File: src/rtl/cpu_pkg.sv
// Shared types and constants for the instruction-memory boot loader.
package cpu_pkg;

  typedef enum logic [1:0] {
    S_IDLE  = 2'd0,
    S_RECV  = 2'd1,
    S_WRITE = 2'd2,
    S_DONE  = 2'd3
  } state_e;

  localparam int unsigned WORD_BYTES      = 4;
  localparam logic [31:0] IM_BASE_DEFAULT = 32'h0000_0000;

endpackage

File: src/rtl/im_loader_byte_packer.sv
// Big-endian byte-to-word assembler: the first accepted byte ends up in bits [31:24].
module byte_packer (
  input  logic        clk,
  input  logic        rst,
  input  logic        clear,
  input  logic        accept,
  input  logic [7:0]  byte_in,
  output logic [31:0] word,
  output logic        word_full,
  output logic        last_byte
);

  logic [1:0]  idx_q, idx_d;
  logic [31:0] sr_q, sr_d;
  logic        full_q, full_d;

  always_comb begin
    idx_d  = idx_q;
    sr_d   = sr_q;
    full_d = 1'b0;
    if (clear) begin
      idx_d = '0;
      sr_d  = '0;
    end else if (accept) begin
      sr_d   = {sr_q[23:0], byte_in};
      idx_d  = idx_q + 2'd1;
      full_d = (idx_q == 2'd3);
    end
  end

  always_ff @(posedge clk) begin
    if (!rst) begin
      idx_q  <= '0;
      sr_q   <= '0;
      full_q <= 1'b0;
    end else begin
      idx_q  <= idx_d;
      sr_q   <= sr_d;
      full_q <= full_d;
    end
  end

  assign word      = sr_q;
  assign word_full = full_q;
  // Lets the FSM leave RECV on the edge that takes the 4th byte, so WRITE follows directly.
  assign last_byte = (idx_q == 2'd3);

endmodule

File: src/rtl/im_loader.sv
// Boot-time loader: streams bytes into instruction memory, holds the CPU in reset until done.
module im_loader
  import cpu_pkg::*;
#(
  parameter logic [31:0] BASE_ADDR = IM_BASE_DEFAULT,
  parameter int unsigned CNT_W     = 16
) (
  input  logic             clk,
  input  logic             rst,
  input  logic             start,
  input  logic [CNT_W-1:0] word_count,
  input  logic [7:0]       byte_in,
  input  logic             byte_valid,
  output logic             byte_ready,
  output logic             im_we,
  output logic [31:0]      im_addr,
  output logic [31:0]      im_wdata,
  output logic             cpu_hold,
  output logic             busy,
  output logic             done,
  output logic [31:0]      checksum
);

  state_e           state_q, state_d;
  logic [CNT_W-1:0] cnt_q, cnt_d;
  logic [CNT_W-1:0] word_idx_q, word_idx_d;
  logic [31:0]      im_addr_q, im_addr_d;
  logic [31:0]      checksum_q, checksum_d;
  logic             byte_ready_q, byte_ready_d;
  logic             im_we_q, im_we_d;
  logic             cpu_hold_q, cpu_hold_d;
  logic             busy_q, busy_d;
  logic             done_q, done_d;

  logic             accept, clear, word_full, last_byte;
  logic [31:0]      word;

  assign accept = byte_ready_q & byte_valid;

  byte_packer u_packer (
    .clk       (clk),
    .rst       (rst),
    .clear     (clear),
    .accept    (accept),
    .byte_in   (byte_in),
    .word      (word),
    .word_full (word_full),
    .last_byte (last_byte)
  );

  always_comb begin
    state_d      = state_q;
    cnt_d        = cnt_q;
    word_idx_d   = word_idx_q;
    im_addr_d    = im_addr_q;
    checksum_d   = checksum_q;
    byte_ready_d = byte_ready_q;
    im_we_d      = 1'b0;
    cpu_hold_d   = cpu_hold_q;
    busy_d       = busy_q;
    done_d       = done_q;
    clear        = 1'b0;
    unique case (state_q)
      S_IDLE, S_DONE: begin
        if (start) begin
          cnt_d      = word_count;
          word_idx_d = '0;
          checksum_d = '0;
          clear      = 1'b1;
          if (word_count == '0) begin
            state_d      = S_DONE;
            cpu_hold_d   = 1'b0;
            done_d       = 1'b1;
            busy_d       = 1'b0;
            byte_ready_d = 1'b0;
          end else begin
            state_d      = S_RECV;
            cpu_hold_d   = 1'b1;
            done_d       = 1'b0;
            busy_d       = 1'b1;
            byte_ready_d = 1'b1;
          end
        end
      end
      S_RECV: begin
        if (accept && last_byte) begin
          state_d      = S_WRITE;
          byte_ready_d = 1'b0;
          im_we_d      = 1'b1;
          im_addr_d    = BASE_ADDR + (32'(word_idx_q) * 32'(WORD_BYTES));
        end
      end
      S_WRITE: begin
        if (word_full) begin
          checksum_d = checksum_q ^ word;
          word_idx_d = word_idx_q + CNT_W'(1);
          if (word_idx_d == cnt_q) begin
            state_d    = S_DONE;
            cpu_hold_d = 1'b0;
            done_d     = 1'b1;
            busy_d     = 1'b0;
          end else begin
            state_d      = S_RECV;
            byte_ready_d = 1'b1;
          end
        end
      end
      default: state_d = S_IDLE;
    endcase
  end

  always_ff @(posedge clk) begin
    if (!rst) begin
      state_q      <= S_IDLE;
      cnt_q        <= '0;
      word_idx_q   <= '0;
      im_addr_q    <= BASE_ADDR;
      checksum_q   <= '0;
      byte_ready_q <= 1'b0;
      im_we_q      <= 1'b0;
      cpu_hold_q   <= 1'b1;
      busy_q       <= 1'b0;
      done_q       <= 1'b0;
    end else begin
      state_q      <= state_d;
      cnt_q        <= cnt_d;
      word_idx_q   <= word_idx_d;
      im_addr_q    <= im_addr_d;
      checksum_q   <= checksum_d;
      byte_ready_q <= byte_ready_d;
      im_we_q      <= im_we_d;
      cpu_hold_q   <= cpu_hold_d;
      busy_q       <= busy_d;
      done_q       <= done_d;
    end
  end

  assign byte_ready = byte_ready_q;
  assign im_we      = im_we_q;
  assign im_addr    = im_addr_q;
  assign im_wdata   = word;
  assign cpu_hold   = cpu_hold_q;
  assign busy       = busy_q;
  assign done       = done_q;
  assign checksum   = checksum_q;

endmodule

File: config.mk
export PLATFORM = sky130hd
export DESIGN_NAME = im_loader
export DESIGN_NICKNAME = d
export VERILOG_FILES = /design/src/rtl/cpu_pkg.sv /design/src/rtl/im_loader_byte_packer.sv /design/src/rtl/im_loader.sv
export SDC_FILE = /design/constraint.sdc
export NUM_CORES = 1
export LEC_CHECK = 0
export BUFFER_PORTS_ARGS = -buffer_cell sky130_fd_sc_hd__buf_2
export CORE_ASPECT_RATIO = 0.5
export CORE_UTILIZATION = 40
export DETAILED_ROUTE_END_ITERATION = 10
export PLACE_DENSITY = 0.59
export REMOVE_ABC_BUFFERS = 1
export SETUP_SLACK_MARGIN = 0.5
export SLEW_MARGIN = 20
export SYNTH_ARGS = -nofsm -noshare
export SYNTH_HDL_FRONTEND = slang
export SYNTH_SLANG_ARGS = --single-unit
export TNS_END_PERCENT = 10
File: constraint.sdc
create_clock -name clk -period 2.67 [get_ports clk]
set_clock_uncertainty 0.05 [all_clocks]
set_input_delay 0.1335 -clock clk [delete_from_list [all_inputs] [get_ports clk]]
set_output_delay 0.1335 -clock clk [all_outputs]
set_load 0.02 [all_outputs]
=== After elaboration in Yosys (flattened, before gate mapping) ===
Index checks and enable logic that the tools add are counted.

* Bits of input ports: 28
* Word-level logic and storage cells: 72
* Flip-flop bits (word level): 122
* Output and inout port bits: 101

* Reduce and logical (&&, ||, !) cells: 14
* Equal/unequal tests: 10
* Bitwise gates (word level): 4
* Muxes and demuxes: 29
* Add/subtract/negate cells: 2

{| class="wikitable"
|+ Operators by type and width
! kind !! count
|-
| 32-bit 2-to-1 mux || 2
|-
| 32-bit case mux with 2 select lines || 1
|-
| 16-bit 2-to-1 mux || 2
|-
| 16-bit case mux with 2 select lines || 1
|-
| 32-bit bitwise XOR || 1
|-
| 16-bit by 1-bit adder with 16-bit output (second input constant) || 1
|-
| 16-bit equality test || 1
|-
| 16-bit zero test || 1
|-
| 1-bit 2-to-1 mux || 14
|-
| 2-bit 2-to-1 mux || 5
|-
| 2-bit inequality test (second input constant) || 4
|-
| 4-bit AND reduction || 2
|-
| 2-bit equality test (second input constant) || 3
|-
| 2-bit case mux with 3 select lines || 1
|-
| 2-bit AND reduction || 3
|-
| 3-bit AND reduction || 2
|-
| 1-bit case mux with 2 select lines || 2
|-
| 2-bit OR reduction || 2
|-
| 1-bit case mux with 3 select lines || 1
|-
| 3-bit OR reduction || 1
|-
| 2-bit by 1-bit adder with 2-bit output (second input constant) || 1
|-
| 2-bit by 1-bit equality test with 1-bit output (second input constant) || 1
|-
| 2-bit zero test || 1
|-
| 2-bit by 1-bit inequality test with 1-bit output (second input constant) || 1
|-
| other kinds (4) || 5
|}

=== Logic depth before layout (Yosys ltp) ===
Gate-level depths: netlist (run 1).

* Word-level depth: 5
* Mapped depth: 10

=== By module ===
A second synthesis (run 1) with hierarchy kept.

* Cell total of the unflattened synthesis: 633
* Area, all modules: 5502.8 um^2

{| class="wikitable"
|+ By module, submodules not included
! module !! cells an instance !! instances !! area an instance (um^2) !! seq. area each (um^2)
|-
| im_loader || 518 || 1 || 4199.0 || 1741.7
|-
| byte_packer || 115 || 1 || 1303.8 || 700.7
|}

=== Least setup slack after synthesis (run 1) ===
No wires, ideal clock.

* Path type: reg2reg
* Start: reg word_idx_q[1]
* End: reg byte_ready_q, in the netlist byte_ready
* Data arrival time: 2234 ps
* Cell stages (with the launch flop): 10
* Library setup time: 116 ps
* Setup slack: 270 ps
* Path buffers: 0
* Path through: dfxtp_1 > ha_1 > and3_1 > and3_1 > xor2_1 > a2111oi_0 > nand4_1 > nor3_1 > nor2_1 > o211a_1

* Word-level cells in the longest chain between the ends: 4

{| class="wikitable"
|+ Ends and longest elaborated chain
! element !! line !! source
|-
| start, declared || im_loader.sv:26 || <nowiki>logic [CNT_W-1:0] word_idx_q, word_idx_d;</nowiki>
|-
| start signal, assigned || im_loader.sv:127 || <nowiki>word_idx_q <= word_idx_d;</nowiki>
|-
| 16-bit by 1-bit adder with 16-bit output || im_loader.sv:96 || <nowiki>word_idx_d = word_idx_q + CNT_W'(1);</nowiki>
|-
| 16-bit equality test || im_loader.sv:97 || <nowiki>if (word_idx_d == cnt_q) begin</nowiki>
|-
| 2-bit inequality test (no line) || n/a ||
|-
| 4-bit AND reduction (no line) || n/a ||
|-
| end signal, assigned || im_loader.sv:130 || <nowiki>byte_ready_q <= byte_ready_d;</nowiki>
|-
| end, declared || im_loader.sv:29 || <nowiki>logic byte_ready_q, byte_ready_d;</nowiki>
|}

Every way passes these cells.
A chain may end at the register's enable or synchronous reset.

=== Worst setup path after layout (run 1) ===
* Start: reg word_idx_q[1]
* End: reg cpu_hold_q, in the netlist cpu_hold

* Word-level cells in the longest chain between the ends: 4

{| class="wikitable"
|+ Ends and longest elaborated chain
! element !! line !! source
|-
| 16-bit by 1-bit adder with 16-bit output || im_loader.sv:96 ||
|-
| 16-bit equality test || im_loader.sv:97 ||
|-
| 2-bit inequality test (no line) || n/a ||
|-
| 4-bit AND reduction (no line) || n/a ||
|-
| end signal, assigned || im_loader.sv:132 || <nowiki>cpu_hold_q <= cpu_hold_d;</nowiki>
|-
| end, declared || im_loader.sv:31 || <nowiki>logic cpu_hold_q, cpu_hold_d;</nowiki>
|}

Every way passes these cells.

==> results of run 1 <==
-- worst reg2reg max path: cells and delay by family, from the launching register on --
family / cells / cell delay (ns)
xor gates and xnor gates: 1 / 0.14
DFF: 1 / 0.35
buffers and inverters: 1 / 0.17
adders and majority gates: 1 / 0.17
AOI/OAI and AO/OA: 3 / 0.63
and+or+nand+nor: 4 / 0.63
-- metrics by stage --
step / instances / power, mW
4_1_cts: 1010 / 6.24
3_5_place_dp: 940 / 3.64
3_3_place_gp: 940 / 3.63
6_report: 1013 / 6.22
5_1_grt: 1013 / 6.55
2_1_floorplan: 633 / 2.98
-- cells by family after synthesis --
family                   Yosys count  share of synthesized area (%)
flip-flops                       122                           45.5
adder cells (fa/ha/maj)            5                           1.16
multiplexers                       3                          0.559
other                              1                         0.0698
buffers and inverters             69                           6.26
AO/OA/AOI/OAI                    128                           13.9
XOR/XNOR                          52                           8.48
AND/OR/NAND/NOR                  295                           24.1
-- Yosys cell counts (all sizes together), types with 2 or more instances --
cell type	number
a211o	2
a211oi	3
a21oi	85
a22oi	3
a311oi	3
a31oi	2
and2	5
and3	5
buf	25
clkbuf	32
dfxtp	122
ha	5
inv	12
mux2i	3
nand2	187
nand3	13
nand4	7
nor2	56
nor3	5
nor3b	3
nor4	6
o21a	2
o21ai	16
or3	5
xnor2	15
xor2	37
-- metal layers --
layer	GRT usage, %	share of wire [%]	vias to the layer above
met5	0	0	-
met3	7.06	7.0	15
met4	6.54	1.3	0
li1	-	-	2503
met1	25.5	46	2331
met2	33.3	46	141
-- area by class of cell --
| type | count | area (sq um) | share of cell area (%) |
|---|---|---|---|
| well taps | 170 | 213 | 2.92 |
| repair buffers | 178 | 1150 | 15.7 |
| multi-input cells | 499 | 2780 | 38.1 |
| inverters | 12 | 45.0 | 0.617 |
| flip-flops and latches | 122 | 2470 | 33.9 |
| clock inverters | 15 | 213 | 2.92 |
| clock buffers | 17 | 425 | 5.83 |
-- where the power goes --
group / switching (mW) / leakage, nW / internal [mW]
Combinational: 1.09 / 1.72 / 0.595
Clock: 0.908 / 0.307 / 1.58
Sequential: 0.107 / 0.995 / 1.93
-- cells in the final DEF (no fill, tap or decap), types with 3 or more instances in the layout --
cell type,n
dfxtp_1,109
dfxtp_2,7
bufinv_16,4
buf_2,112
buf_6,4
conb_1,16
xor2_1,37
a22oi_1,3
o21ai_0,13
nand2_1,187
ha_1,4
and2_1,5
and3_4,3
inv_1,12
inv_6,5
dfxtp_4,6
nor4_1,4
or3_1,5
dlygate4sd3_1,25
nand4_1,5
nand3_1,9
a21oi_1,85
buf_4,36
nor2_1,56
xnor2_1,14
clkbuf_16,17
-- repair_timing --
action                     CTS  global route
hold endpoints to repair    27             0
setup endpoints to repair    6            25
cloned                       0             0
pin swaps                   11            12
hold buffers                25             0
buffers inserted            13             3
gates resized for setup     38             9
-- flip-flops by register name (all words and copies together) (netlist names) --
signal and count:
state_q 2, busy 1, word_idx_q 16, byte_ready 1, u_packer.word_full 1, u_packer.idx_q 2
done 1, im_we 1, u_packer.word 32, checksum 32, im_addr 16, cpu_hold 1
cnt_q 16
-- worst max path at each step --
| stage | from | slack, ns | cells past startpoint | end |
|---|---|---|---|---|
| after floorplan | state_q[0]$_SDFFE_PN0P_ | 0.02 | 8 | word_idx_q[13]$_SDFFE_PN0P_ |
| after global placement | word_idx_q[0]$_SDFFE_PN0P_ | 0.10 | 9 | byte_ready$_SDFFE_PN0P_ |
| after detailed placement | word_idx_q[0]$_SDFFE_PN0P_ | 0.11 | 9 | byte_ready$_SDFFE_PN0P_ |
| after CTS | word_idx_q[10]$_SDFFE_PN0P_ | 0.46 | 10 | busy$_SDFFE_PN0P_ |
| after global routing | word_idx_q[9]$_SDFFE_PN0P_ | 0.34 | 10 | busy$_SDFFE_PN0P_ |
| final | word_idx_q[1]$_SDFFE_PN0P_ | 0.41 | 10 | cpu_hold$_SDFFE_PN1P_ |
==> results.sh, run 1 <==
export IMPL_rsz0062_at_grt="true"
export IMPL_post_route_period_util_pct=84.6
export IMPL_synth_cell_type_count=53
export IMPL_clock_sinks=122
export IMPL_design_area_sq_um=7290
export IMPL_fmax_ghz=0.443
export IMPL_first_pass_iters=10
export IMPL_yosys_top_cells_area="dfxtp_1 45%, nand2_1 13%, a21oi_1 7.9%"
export IMPL_cpPeakStageDelay_ns=0.35
export IMPL_cts_inserted_buffers=17
export IMPL_holdWs_ns=0.246
export IMPL_syn_avg_cell_area_sq_um=7.96
export IMPL_synthCells=675
export IMPL_r2r_start="word_idx_q[1]$_SDFFE_PN0P_"
export IMPL_pre_cts_ws_ns=0.106
export IMPL_holdCritStartpoint="byte_valid"
export IMPL_period_needed_ns=2.26
export IMPL_netlist_area_leader_share_pct=45.5
export IMPL_drt_iter0_markers=281
export IMPL_failed_checks="DRC"
export IMPL_status="finished with violations"
export IMPL_cts_tree="built"
export IMPL_viasPerCell=4.93
export IMPL_dpl_hpwl_mm=8.79
export IMPL_antenna_found_initial=0
export IMPL_synthFlopType="dfxtp_1"
export IMPL_r2r_slack_ns=0.41
export IMPL_cp_end_kind="flip-flop"
export IMPL_peakVddDrop_mv=0.511
export IMPL_grt_max_degree=36
export IMPL_clk_latency_ns=0.41
export IMPL_grt_pass1_wl_mm=23.0
export IMPL_critPathKind="reg -> reg"
export IMPL_cts_buffer_depth=2
export IMPL_grt_usage_pct=20.5
export IMPL_critPathTopFamily="simple AND/OR/NAND/NOR gates"
export IMPL_post_drt_wl_per_cell_microns=13.4
export IMPL_rr_worst_depth=10
export IMPL_path_buf_inv=1
export IMPL_finalSetupTns_ns=0
export IMPL_vias=4990
export IMPL_yosys_area_top_type="dfxtp_1"
export IMPL_synth_async_reset_ratio_pct=0
export IMPL_clk_pin_slew_ns=0.06
export IMPL_io_pins=129
export IMPL_cellPowerDensity_nw_per_um2=853
export IMPL_worstPathMaxFanout=4
export IMPL_slowest_stage="dfxtp_4"
export IMPL_nets=863
export IMPL_crit_chain="ha_4, and3_4, and3_4, xor2_1, a2111oi_2, nand4_1, buf_6, o21ai_4, nand2_1, a21o_1"
export IMPL_core_area_sq_um=12900
export IMPL_layout_setup_ws_ns=0.411
export IMPL_max_slew_margin_pct=57.0
export IMPL_placed_area_sq_um=6110
export IMPL_globalRouteOverflowTotal=0
export IMPL_yosysWarnings=0
export IMPL_rows=29
export IMPL_clockRootBuffer="clkbuf_16"
export IMPL_arrival_ns=2.51
export IMPL_crit_top_cell="and3_4"
export IMPL_final_util_pct=56.6
export IMPL_die_x_microns=166
export IMPL_max_cap_violations=0
export IMPL_hold_viol=0
export IMPL_gp_congestion=0.838
export IMPL_cp_start_kind="flip-flop"
export IMPL_min_to="u_packer.word[29]$_SDFFE_PP0P_"
export IMPL_wirelength_mm=13.6
export IMPL_antenna_cells=0
export IMPL_hold_class="in -> reg"
export IMPL_drc=10
export IMPL_drive_gt1_share_pct=27.0
export IMPL_die_h_microns=84.0
export IMPL_dieArea_sq_um=13900
export IMPL_reg2reg_to="cpu_hold$_SDFFE_PN1P_"
export IMPL_hold_depth=5
export IMPL_seq_area_frac_synth_pct=45.5
export IMPL_finalMaxSlewViolations=0
export IMPL_grt_pass1_vias=4744
export IMPL_ant_nets=0
export IMPL_synth_edff_count=0
export IMPL_worstMarginPinSlew_ns=0.644
export IMPL_crit_required_ns=2.92
export IMPL_initial_utilization_pct=41.7
export IMPL_leakagePower_nw=3.02
export IMPL_synth_seq_cells=122
export IMPL_fill_cells=1216
export IMPL_syn_area_sq_um=5370
export IMPL_cts_max_level=4
export IMPL_syn_to_final_growth_pct=35.8
export IMPL_setup_viol=0
export IMPL_io_buffers=112
Power figures use the tool's default switching activity.
==> inputs of run 2 (changes only) <==
--- a/config.mk
+++ b/config.mk
@@ -9,7 +9,7 @@
 export CORE_ASPECT_RATIO = 0.5
 export CORE_UTILIZATION = 40
 export DETAILED_ROUTE_END_ITERATION = 10
-export PLACE_DENSITY = 0.59
+export PLACE_DENSITY = 0.61
 export REMOVE_ABC_BUFFERS = 1
 export SETUP_SLACK_MARGIN = 0.5
 export SLEW_MARGIN = 20
==> constraint.sdc (replaced) <==
create_clock -name clk -period 2 [get_ports clk]
set_clock_uncertainty 0.05 [all_clocks]
set_input_delay 0.1 -clock clk [delete_from_list [all_inputs] [get_ports clk]]
set_output_delay 0.1 -clock clk [all_outputs]
set_load 0.02 [all_outputs]
==> run 2 against run 1 <==
Cell area increased by 11%. Critical endpoint is now byte_ready$_SDFFE_PN0P_. Critical path depth stayed put. Highest routed layer unchanged. Cell count rose by 4.0%. Sequential power up 34%. Worst hold slack got worse by 0.15 ns. The run ends with DRC, setup timing left.
==> results.sh, run 2 (synthesized netlist as in run 1, its figures left out) <==
export IMPL_status="finished with violations"
export IMPL_failed_checks="DRC, setup timing"
export IMPL_max_cap_violations=0
export IMPL_rsz0062_at_grt="true"
export IMPL_gp_congestion=0.886
export IMPL_io_pins=129
export IMPL_dieArea_sq_um=13900
export IMPL_post_drt_wl_per_cell_microns=14.3
export IMPL_post_route_period_util_pct=118
export IMPL_slowest_stage="nor4_4"
export IMPL_final_util_pct=62.9
export IMPL_clk_latency_ns=0.41
export IMPL_drc=10
export IMPL_crit_top_cell="a211oi_2"
export IMPL_grt_pass1_wl_mm=24.0
export IMPL_leakagePower_nw=3.58
export IMPL_power_total_mw=9.37
export IMPL_layout_setup_ws_ns=-0.351
export IMPL_setup_viol=6
export IMPL_clockRootBuffer="clkbuf_16"
export IMPL_hold_depth=4
export IMPL_rows=29
export IMPL_pre_cts_ws_ns=-0.490
export IMPL_clock_sinks=122
export IMPL_dpl_hpwl_mm=9.32
export IMPL_cp_start_kind="flip-flop"
export IMPL_fmax_ghz=0.425
export IMPL_die_x_microns=166
export IMPL_peakVddDrop_mv=1.07
export IMPL_fill_cells=1129
export IMPL_rr_worst_depth=10
export IMPL_vias=5211
export IMPL_cpPeakStageDelay_ns=0.40
export IMPL_hold_class="in -> reg"
export IMPL_nets=904
export IMPL_hold_viol=0
export IMPL_crit_cells=10
export IMPL_crit_required_ns=2.25
export IMPL_placed_area_sq_um=6450
export IMPL_cts_tree="built"
export IMPL_core_area_sq_um=12900
export IMPL_grt_usage_pct=21.5
export IMPL_worstPathMaxFanout=4
export IMPL_path_buf_inv=2
export IMPL_cts_max_level=4
export IMPL_ant_nets=0
export IMPL_final_common_cell="nand2_1"
export IMPL_finalMaxSlewViolations=0
export IMPL_critPathTopFamily="simple AND/OR/NAND/NOR gates"
export IMPL_critPathKind="reg -> reg"
export IMPL_period_needed_ns=2.35
export IMPL_grt_pass1_vias=5011
export IMPL_grt_max_degree=37
export IMPL_wirelength_mm=15.1
export IMPL_placedCellCount=980
export IMPL_fin_cells=1054
export IMPL_cts_inserted_buffers=17
export IMPL_initial_utilization_pct=41.7
export IMPL_layout_common_cells="149 x nand2_1, 112 x buf_2, 110 x dfxtp_1, 79 x a21oi_1, 55 x buf_4"
export IMPL_globalRouteOverflowTotal=0
export IMPL_cp_end_kind="flip-flop"
export IMPL_io_buffers=112
export IMPL_crit_chain="nand4_4, buf_6, nor4_4, a211oi_2, a211oi_2, o32ai_2, buf_4, nor3_4, nor2_1, o211a_1"
export IMPL_cellPowerDensity_nw_per_um2=1160
export IMPL_syn_to_final_growth_pct=50.7
export IMPL_antenna_cells=0
export IMPL_first_pass_iters=7
export IMPL_arrival_ns=2.60
export IMPL_design_area_sq_um=8100
export IMPL_cts_buffer_depth=2
export IMPL_drive_gt1_share_pct=37.4
export IMPL_viasPerCell=4.94
export IMPL_antenna_found_initial=0
export IMPL_die_h_microns=84.0
export IMPL_drt_iter0_markers=312
export IMPL_clk_pin_slew_ns=0.06
run 2: cell types whose count changed in the layout (fill, tap and decap cells not counted), moves of 5 or more:
cell	previous run	this run
nand2_1	187	149
nand2_4	0	32
buf_4	36	55
buf_6	4	19
o21ai_0	13	5
a21oi_1	85	79
a21oi_2	0	6
o21ai_2	1	7
nand2_2	0	5
run 2: final cells by class:
class	instances	area [sq um]	share of cell area, %
inverter	12	45.0	0.556
clock buffer	18	439	5.42
tap	170	213	2.63
timing repair buffer	219	1620	20.0
clock inverter	14	151	1.87
sequential	122	2460	30.4
multi-input combinational	499	3170	39.1
run 2: repair_timing:
action,CTS,global route
pin swaps,94,80
gates resized for setup,118,49
setup endpoints to repair,105,121
buffers inserted,10,4
hold buffers,25,0
gates cloned,1,2
hold endpoints to repair,27,0
run 2: final timing paths:
path                                                  from                             to  slack (ns)
worst max-delay path            word_idx_q[8]$_SDFFE_PN0P_        byte_ready$_SDFFE_PN0P_       -0.35
worst min-delay path                            byte_valid  u_packer.word_full$_SDFF_PP0_        0.09
worst max register to register  word_idx_q[8]$_SDFFE_PN0P_        byte_ready$_SDFFE_PN0P_       -0.35
worst min register to register    im_addr[11]$_SDFFE_PN0P_       im_addr[11]$_SDFFE_PN0P_        0.40
run 2: worst register-to-register path: stages (launching register included):
cell	delay, ns
dfxtp_2	0.35
nand4_4	0.15
buf_6	0.16
nor4_4	0.40
a211oi_2	0.14
a211oi_2	0.26
o32ai_2	0.10
buf_4	0.17
nor3_4	0.19
nor2_1	0.06
o211a_1	0.20
run 2: per-layer routing:
layer | vias up | routed length [microns] | global-route usage [%]
met1 | 2470 | 6790 | 25.7
met3 | 23 | 751 | 6.12
li1 | 2592 | - | -
met4 | 0 | 238 | 7.65
met2 | 126 | 7330 | 37.1
met5 | - | 0 | 0
run 2: power breakdown:
part / internal [mW] / switching [mW]
clock network: 1.80 / 1.27
logic: 1.43 / 2.12
registers: 2.59 / 0.152
run 2: stage by stage:
step / TNS, ns / hold slack (ns)
2_1_floorplan: -28.93 / 0.168
3_3_place_gp: -1.61 / 0.291
3_5_place_dp: -2.03 / 0.298
4_1_cts: -1.11 / 0.0835
5_1_grt: -1.93 / 0.113
6_report: -1.45 / 0.0921
==> inputs of run 3 (changes only) <==
--- a/config.mk
+++ b/config.mk
@@ -5,9 +5,11 @@
 export SDC_FILE = /design/constraint.sdc
 export NUM_CORES = 1
 export LEC_CHECK = 0
+export ABC_AREA = 1
 export BUFFER_PORTS_ARGS = -buffer_cell sky130_fd_sc_hd__buf_2
 export CORE_ASPECT_RATIO = 0.5
 export CORE_UTILIZATION = 40
+export CTS_CLUSTER_DIAMETER = 200
 export DETAILED_ROUTE_END_ITERATION = 10
 export PLACE_DENSITY = 0.61
 export REMOVE_ABC_BUFFERS = 1
==> run 3 against run 2 <==
The flow finishes with violations (DRC). Flip-flop and latch count did not move. Clock power fell by 6%. Critical path depth rose by 1. Sequential power rose by 9.5%. Combinational power fell by 10%. Sequential share of layout area rose by 3.0 points. Cell area fell by 9.0%. First-iteration DRC count fell by 29%. Power fell by 3.0%. Worst setup slack improved by 0.43 ns. Critical path type unchanged. Via count rose by 0.96%. Die area fell by 1.4%.
==> results.sh, run 3 <==
export IMPL_synthFlopType="dfxtp_1"
export IMPL_dieArea_sq_um=13700
export IMPL_final_common_cell="dfxtp_1"
export IMPL_hold_depth=3
export IMPL_synth_cell_type_count=31
export IMPL_max_cap_violations=0
export IMPL_viasPerCell=4.94
export IMPL_cts_buffer_depth=2
export IMPL_intPower_mw=5.85
export IMPL_gp_congestion=0.901
export IMPL_clock_sinks=122
export IMPL_grt_pass1_wl_mm=24.3
export IMPL_power_switching_mw=3.24
export IMPL_cp_start_kind="flip-flop"
export IMPL_max_slew_margin_pct=63.7
export IMPL_die_x_microns=165
export IMPL_antenna_found_initial=0
export IMPL_fill_cells=1216
export IMPL_synth_edff_count=0
export IMPL_clk_pin_slew_ns=0.05
export IMPL_cts_tree="built"
export IMPL_io_pins=129
export IMPL_seq_power_share_pct=33.0
export IMPL_hold_viol=0
export IMPL_wirelength_mm=14.8
export IMPL_holdWs_ns=0.00436
export IMPL_first_pass_iters=7
export IMPL_setup_viol=0
export IMPL_reg2reg_to="state_q[1]$_SDFFE_PN0P_"
export IMPL_synthCells=714
export IMPL_syn_avg_cell_area_sq_um=7.42
export IMPL_die_h_microns=83.4
export IMPL_synth_fa_ha_area_share_pct=1.18
export IMPL_comb_power_share_pct=35.1
export IMPL_failed_checks="DRC"
export IMPL_synth_common_cells="122 x dfxtp_1, 113 x nand2_1, 89 x a21oi_1, 79 x inv_1, 76 x nor2_1"
export IMPL_crit_required_ns=2.29
export IMPL_initial_utilization_pct=41.5
export IMPL_worstMarginPinSlew_ns=0.544
export IMPL_syn_area_sq_um=5300
export IMPL_arrival_ns=2.21
export IMPL_ant_nets=0
export IMPL_synth_xor_area_share_pct=1.09
export IMPL_fmax_ghz=0.520
export IMPL_rows=29
export IMPL_synth_compound_area_share_pct=19.8
export IMPL_drt_iter0_markers=221
export IMPL_r2r_start="word_idx_q[1]$_SDFFE_PN0P_"
export IMPL_synth_seq_cells=122
export IMPL_finalMaxSlewViolations=0
export IMPL_nets=916
export IMPL_rr_worst_depth=11
export IMPL_drc=1
export IMPL_dpl_hpwl_mm=9.35
export IMPL_globalRouteOverflowTotal=0
export IMPL_critPathKind="reg -> reg"
export IMPL_holdCritStartpoint="rst"
export IMPL_seq_area_frac_synth_pct=46.1
export IMPL_netlist_area_leader_share_pct=46.1
export IMPL_period_needed_ns=1.92
export IMPL_hold_class="in -> reg"
export IMPL_yosys_top_cells_area="dfxtp_1 46%, a21oi_1 8.4%, nand2_1 8.0%"
export IMPL_clk_latency_ns=0.41
export IMPL_worstPathMaxFanout=3
export IMPL_min_to="state_q[0]$_SDFFE_PN0P_"
export IMPL_layout_common_cells="113 x dfxtp_1, 112 x buf_2, 104 x nand2_1, 84 x a21oi_1, 75 x inv_1"
export IMPL_leakagePower_nw=3.25
export IMPL_cellPowerDensity_nw_per_um2=1230
export IMPL_yosys_area_top_type="dfxtp_1"
export IMPL_cts_inserted_buffers=17
export IMPL_synthMuxAreaShare_pct=0
export IMPL_core_area_sq_um=12800
export IMPL_grt_usage_pct=22.5
export IMPL_r2r_slack_ns=0.08
export IMPL_synthSimpleGateAreaFrac_pct=21.6
export IMPL_grt_max_degree=56
export IMPL_synth_top_family_by_area="simple AND/OR/NAND/NOR gates"
export IMPL_yosysWarnings=0
export IMPL_power_switching_share_pct=35.7
export IMPL_antenna_cells=0
export IMPL_cts_max_level=4
export IMPL_peakVddDrop_mv=0.597
export IMPL_vias=5261
export IMPL_drive_gt1_share_pct=27.7
export IMPL_syn_to_final_growth_pct=39.1
export IMPL_synth_async_reset_ratio_pct=0
export IMPL_rsz0062_at_grt="true"
export IMPL_post_route_period_util_pct=96.2
export IMPL_clkPwrFrac_pct=31.9
export IMPL_cp_end_kind="flip-flop"
export IMPL_io_buffers=112
export IMPL_grt_pass1_vias=5049
export IMPL_clockRootBuffer="clkbuf_16"
export IMPL_yosysMostFrequentCell="dfxtp_1"
export IMPL_power_total_mw=9.09
export IMPL_post_drt_wl_per_cell_microns=13.9
export IMPL_status="finished with violations"
## run 3: logic make-up (layout without fill, tap and decap cells)
logic type	count (synthesis)	in the layout
AO/OA/AOI/OAI	192	192
XOR/XNOR	5	5
adder cells (fa/ha/maj)	5	5
buffers and inverters	127	294
flip-flops	122	122
other	1	16
AND/OR/NAND/NOR	262	262
## run 3: worst max-delay path: stages (launching register included)
cell	delay [ns]
dfxtp_4	0.37
ha_4	0.17
nand3_2	0.13
o21ai_0	0.34
nand2_1	0.10
nand2_1	0.07
nand3_1	0.10
nor2_2	0.13
nand4_1	0.15
nand2_1	0.09
nand2_1	0.06
a21oi_2	0.12
## run 3: routing by layer
metal | track usage [%] | routed length (microns)
met1 | 28.9 | 6750
met4 | 7.92 | 268
met5 | 0 | 0
met2 | 37.3 | 6980
met3 | 4.50 | 782
## run 3: power by group through the flow
stage | clock network, mW | logic [mW] | registers, mW
global placement | 0 | 2.36 | 3.01
global route | 3.07 | 3.46 | 3.04
floorplan | 0 | 1.25 | 3.18
finish | 2.90 | 3.19 | 3.00
CTS | 2.94 | 2.88 | 2.99
detailed placement | 0 | 2.38 | 3.01
## run 3: worst max path at each step
stage | start | to | slack, ns
after detailed placement | word_idx_q[0]$_SDFFE_PN0P_ | cpu_hold$_SDFFE_PN1P_ | -0.09
after global placement | word_idx_q[0]$_SDFFE_PN0P_ | cpu_hold$_SDFFE_PN1P_ | 0.04
after CTS | word_idx_q[1]$_SDFFE_PN0P_ | state_q[1]$_SDFFE_PN0P_ | 0.11
after global routing | word_idx_q[1]$_SDFFE_PN0P_ | state_q[1]$_SDFFE_PN0P_ | -0.11
after floorplan | state_q[0]$_SDFFE_PN0P_ | checksum[17]$_SDFFE_PN0P_ | -1.89
final | word_idx_q[1]$_SDFFE_PN0P_ | state_q[1]$_SDFFE_PN0P_ | 0.08
## run 3: per-stage QoR
| stage | util [%] | TNS [ns] | std cells | worst slack (ns) | area (sq um) |
|---|---|---|---|---|---|
| 5_1_grt | 57.7 | -0.375 | 1066 | -0.111 | 7370 |
| 4_1_cts | 56.4 | 0 | 1057 | 0.105 | 7210 |
| 3_5_place_dp | 48.0 | -0.373 | 989 | -0.0939 | 6120 |
| 3_3_place_gp | 48.0 | 0 | 989 | 0.0368 | 6120 |
| 2_1_floorplan | - | -100.40 | 684 | -1.89 | 5120 |
| 6_report | 57.7 | 0 | 1066 | 0.0770 | 7370 |
## run 3: repair_timing
action / 4_1_cts / 5_1_grt
pin swaps: 11 / 11
setup buffers: 10 / 7
cloned: 2 / 2
setup endpoints to repair: 106 / 105
hold buffers: 24 / 0
endpoints found under the hold margin: 25 / 0
gates resized for setup: 40 / 27
## run 3: cell type report
class,instances,area [sq um],area share (%)
Sequential cell,122,2460,33.4
Timing Repair Buffer,180,1290,17.5
Clock inverter,14,123,1.66
Clock buffer,18,439,5.96
Tap cell,170,213,2.89
Inverter,82,313,4.24
Multi-Input combinational cell,480,2530,34.3
